`config.mk`:
```
export PLATFORM = sky130hd
export DESIGN_NAME = mem_bus_arbiter
export DESIGN_NICKNAME = d
export VERILOG_FILES = /design/src/rtl/mem_bus_arbiter.sv
export SDC_FILE = /design/constraint.sdc
export NUM_CORES = 1
export LEC_CHECK = 0
export BUFFER_PORTS_ARGS = -buffer_cell sky130_fd_sc_hd__buf_2
export CAP_MARGIN = 0
export CORE_MARGIN = 3
export CORE_UTILIZATION = 52
export CTS_BUF_LIST = sky130_fd_sc_hd__clkbuf_4 sky130_fd_sc_hd__clkbuf_8
export DETAILED_ROUTE_END_ITERATION = 16
export PLACE_DENSITY = 0.92
export SYNTH_ARGS = -nofsm -noshare
export SYNTH_HDL_FRONTEND = slang
export SYNTH_SLANG_ARGS = --single-unit
```
`constraint.sdc`:
```
create_clock -name clk -period 7.3 [get_ports clk]
set_clock_uncertainty 0.15 [all_clocks]
set_input_delay 0.73 -clock clk [delete_from_list [all_inputs] [get_ports clk]]
set_output_delay 0.73 -clock clk [all_outputs]
set_load 0.01 [all_outputs]
```
`src/rtl/mem_bus_arbiter.sv`:
```
// Two-cache shared-memory arbiter: one fixed-latency transaction at a time.
// Define MEMARB_FIXED_PRIO_EN to make A always win contention (default: round-robin).
module mem_bus_arbiter #(
    parameter int ADDR_W    = 8,
    parameter int WORD_W    = 32,
    parameter int IOSTATE_W = 2,
    parameter int DELAY     = 4
) (
    input  logic                 clk,
    input  logic                 reset,
    input  logic [IOSTATE_W-1:0] rwFromCacheA,
    input  logic [ADDR_W-1:0]    addrFromCacheA,
    input  logic [WORD_W-1:0]    dataFromCacheA,
    output logic [WORD_W-1:0]    dataToCacheA,
    output logic                 memEnA,
    input  logic [IOSTATE_W-1:0] rwFromCacheB,
    input  logic [ADDR_W-1:0]    addrFromCacheB,
    input  logic [WORD_W-1:0]    dataFromCacheB,
    output logic [WORD_W-1:0]    dataToCacheB,
    output logic                 memEnB,
    output logic [IOSTATE_W-1:0] memRw,
    output logic [ADDR_W-1:0]    memAddr,
    output logic [WORD_W-1:0]    memWdata,
    output logic                 memStrobe,
    input  logic [WORD_W-1:0]    memRdata,
    output logic [IOSTATE_W-1:0] debugRwToMem,
    output logic [7:0]           debugDelay
);

    localparam logic [IOSTATE_W-1:0] RW_IDLE  = '0;
    localparam logic [IOSTATE_W-1:0] RW_READ  = IOSTATE_W'(1);
    localparam logic [IOSTATE_W-1:0] RW_WRITE = IOSTATE_W'(2);
    localparam logic [7:0]           CNT_INIT = 8'(DELAY);

    typedef enum logic [1:0] {
        S_IDLE,
        S_BUSY,
        S_DONE
    } state_t;

    state_t     state;
    logic [7:0] cnt;
    logic       last_b;
    logic       win_b;
    logic       mask_a;
    logic       mask_b;
    logic       req_a;
    logic       req_b;
    logic       grant_a;
    logic       grant_b;

    // The mask keeps a cache that was just served from winning again
    // on its stale, not-yet-dropped request.
    always_comb begin
        req_a = ((rwFromCacheA == RW_READ) || (rwFromCacheA == RW_WRITE)) && !mask_a;
        req_b = ((rwFromCacheB == RW_READ) || (rwFromCacheB == RW_WRITE)) && !mask_b;
`ifdef MEMARB_FIXED_PRIO_EN
        grant_a = req_a;
`else
        grant_a = req_a && (!req_b || last_b);
`endif
        grant_b = req_b && !grant_a;
    end

    assign memStrobe    = (state == S_BUSY) && (cnt == 8'd1);
    assign debugDelay   = (state == S_BUSY) ? cnt : 8'd0;
    assign debugRwToMem = memRw;

    always_ff @(posedge clk or negedge reset) begin
        if (!reset) begin
            state        <= S_IDLE;
            cnt          <= 8'd0;
            last_b       <= 1'b1;
            win_b        <= 1'b0;
            mask_a       <= 1'b0;
            mask_b       <= 1'b0;
            memRw        <= RW_IDLE;
            memAddr      <= '0;
            memWdata     <= '0;
            dataToCacheA <= '0;
            dataToCacheB <= '0;
            memEnA       <= 1'b0;
            memEnB       <= 1'b0;
        end else begin
            unique case (state)
                S_IDLE: begin
                    mask_a <= 1'b0;
                    mask_b <= 1'b0;
                    if (grant_a || grant_b) begin
                        state    <= S_BUSY;
                        cnt      <= CNT_INIT;
                        win_b    <= grant_b;
                        last_b   <= grant_b;
                        memRw    <= grant_b ? rwFromCacheB : rwFromCacheA;
                        memAddr  <= grant_b ? addrFromCacheB : addrFromCacheA;
                        memWdata <= grant_b ? dataFromCacheB : dataFromCacheA;
                    end
                end
                S_BUSY: begin
                    cnt <= cnt - 8'd1;
                    if (cnt == 8'd1) begin
                        state  <= S_DONE;
                        memRw  <= RW_IDLE;
                        memEnA <= !win_b;
                        memEnB <= win_b;
                        if (memRw == RW_READ) begin
                            if (win_b) begin
                                dataToCacheB <= memRdata;
                            end else begin
                                dataToCacheA <= memRdata;
                            end
                        end
                    end
                end
                S_DONE: begin
                    state  <= S_IDLE;
                    memEnA <= 1'b0;
                    memEnB <= 1'b0;
                    mask_a <= !win_b;
                    mask_b <= win_b;
                end
                default: begin
                    state <= S_IDLE;
                end
            endcase
        end
    end

endmodule

```
==> metrics.txt <==
Post-Syn Area per Cell between 10 and 15 um^2; worst setup path class register to register; leakage power between 0.003 and 0.004 uW; Final Hold Viols 0; post_cts resized 0; I/O Buffers 236; clk buf depth 2; Area Growth Syn to Fin 31.52%; placed cell area between 0.006 and 0.007 mm^2; Finished Layout Cells 788; CP arrival roughly 3600 ps; Netlist cell types 39; Register Area around 0.0031 mm^2; Hold Path Class input port to asynchronous set/reset pin; status finished, final reports clean; worst-path fanout max 32; Max Slew Vio Count 0; pwr dens 221.2 mW/mm^2; Post-Syn Area 0.005220 mm^2; Post-synth ARST share 100.0%; gpl congestion 0.8020; HPWL after DPL about 11000 um; DRT antenna net count 0; WL per Instance 17.88 um; period utilization between 40% and 50%; RSZ-0062 raised after global routing no; clock root buffer master clkbuf_8; Initial DRT Pass Iterations 4; DRC 0; I/O pin cnt 237; Worst IR Drop VDD 138.3 uV; final wirelength between 10000 and 15000 um; # clock sinks 122; Final Cell Area between 0.006 and 0.007 mm^2; mean number of vias per cell 5.476; Fill cells 700; worst skew pair latency 420 ps; # Post-CTS Setup Buffers 0; initial antenna violation count 0; Critical Path, Cell by Cell or4_1 -> nor4_4 -> nand4b_2 -> mux2_1; first-pass GRT wire length 22180 um; grt ovf 0; most common cell after layout, fill and taps aside buf_2; H-Tree Depth 4; placement row count 35; number of enable flip-flop cells after synthesis 0; total CTS buffers 17; Inst Count DP roughly 760; Die Ht 106.2 um; CP max-delay cell nand4b_2; GRT Total Usage 25.28%; antenna cells 0; Final Power 1518 uW; setup total negative slack 0 ps; final setup vio count 0; vias in the first global route approximately 4600; Post-Syn Nets 538; fin crit period 3475 ps; max cap viols 0; most frequent cells in the layout buf_2, dfrtp_1, mux2_2; f_max between 200 and 300 MHz; TritonCTS clock tree done; area of the multi-input gates slightly above 0.002 mm^2; core area 0.009503 mm^2; Die Area ~0.011 mm^2; Largest stage delay, worst path 920 ps; Starting Density about 55%; share of cells above drive strength 1 51.59%; post-synthesis instance total around 420; Detailed Route Iter0 Violations ~120; sequential share of the synthesized area 58.51%; Critical Path Start Type register; fin nets 767; Die W between 100 and 150 um; worst slew pin tran 1089 ps; Req. time, crit path 7440 ps; Post-CTS Hold Buffers 0; Reg clk slew, reported paths about 80 ps; Primary FF master, synth dfrtp_1; routed vias around 4300; largest net degree at the start of global routing 74; post-synthesis register bit count 122; Slew Limit Headroom between 20% and 30%; Yosys warning count 0; critical path endpoint category register
-- flip-flops by register name, summed over array words and instances (netlist names), 2 cells and up --
signal	flops
memAddr	8
memWdata	32
cnt	8
dataToCacheA	32
debugRwToMem	2
dataToCacheB	32
state	2
-- stage by stage --
| stage | hold slack [ps] | worst slack, ps | util [%] |
|---|---|---|---|
| floorplan | 284.4 | 4783 | - |
| global placement | 319.0 | 3934 | 68.07 |
| detailed placement | 333.5 | 3884 | 68.07 |
| CTS | 176.0 | 3854 | 72.24 |
| global route | 209.5 | 3615 | 72.24 |
| finish | 179.1 | 3825 | 72.24 |
-- kinds of logic (layout without fill, tap and decap cells) --
family / Yosys count / in the layout / share of synthesized area [%]
AO/OA/AOI/OAI: 62 / 62 / 6.544
XOR/XNOR: 2 / 2 / 0.3356
adder cells (fa/ha/maj): 2 / 2 / 0.4793
buffers and inverters: 35 / 276 / 2.852
flip-flops: 122 / 122 / 58.51
multiplexers: 106 / 106 / 21.88
AND/OR/NAND/NOR: 89 / 89 / 9.396
-- synthesized netlist by cell type, types with 2 or more instances --
cell / instances / area share (%)
and2_1: 7 / 0.84
buf_1: 2 / 0.14
mux2i_1: 41 / 7.9
buf_2: 8 / 0.77
o21ai_0: 51 / 4.9
nor2b_1: 2 / 0.24
or4_1: 3 / 0.43
nand2_1: 10 / 0.72
inv_1: 4 / 0.29
nand4_1: 5 / 0.60
nand2b_1: 4 / 0.48
mux2_2: 63 / 14
clkbuf_1: 19 / 1.4
ha_1: 2 / 0.48
nand3_1: 43 / 4.1
nor3_1: 3 / 0.29
mux2_1: 2 / 0.43
dfrtp_1: 121 / 58
nor2_1: 7 / 0.50
buf_4: 2 / 0.29
-- routing by layer --
metal	global-route usage, %	vias up	part of all wire (%)
met4	12.77	0	3.8
li1	-	1962	-
met3	7.104	48	7.3
met1	27.42	2100	36
met5	0	-	0
met2	44.98	205	53
-- final cells by class --
cell class              instances  share of cell area, %
repair buffers                241                  17.79
multi-input cells             261                  29.38
clock inverters                14                  2.369
clock buffers                  17                  3.408
inverters                       4                 0.2187
well taps                     129                  2.351
flip-flops and latches        122                  44.49
-- critical path: cells and delay by family, from the launching register on --
| family | cells | cell delay, ps |
|---|---|---|
| AND/OR/NAND/NOR | 3 | 2080 |
| multiplexers | 1 | 670 |
| flip-flops | 1 | 430 |
-- worst paths after layout --
check | startpoint | slack [ps] | endpoint | cells after the start
max | cnt[4]$_DFFE_PN0P_ | 3830 | dataToCacheB[6]$_DFFE_PN0P_ | 4
min | reset | 180 | memWdata[3]$_DFFE_PN0P_ | 1
max reg2reg | cnt[4]$_DFFE_PN0P_ | 3830 | dataToCacheB[6]$_DFFE_PN0P_ | 4
min reg2reg | last_b$_DFFE_PN1P_ | 340 | last_b$_DFFE_PN1P_ | 2
max in group asynchronous | reset | 5500 | dataToCacheA[20]$_DFFE_PN0P_ | 2
min in group clk | last_b$_DFFE_PN1P_ | 340 | last_b$_DFFE_PN1P_ | 2
-- power by group --
part / total (uW) / internal [uW] / switching (uW)
logic: 181 / 86.9 / 94.0
clock network: 604 / 311 / 293
registers: 733 / 712 / 21.2
Note: power is estimated with default switching activity, not from simulation.
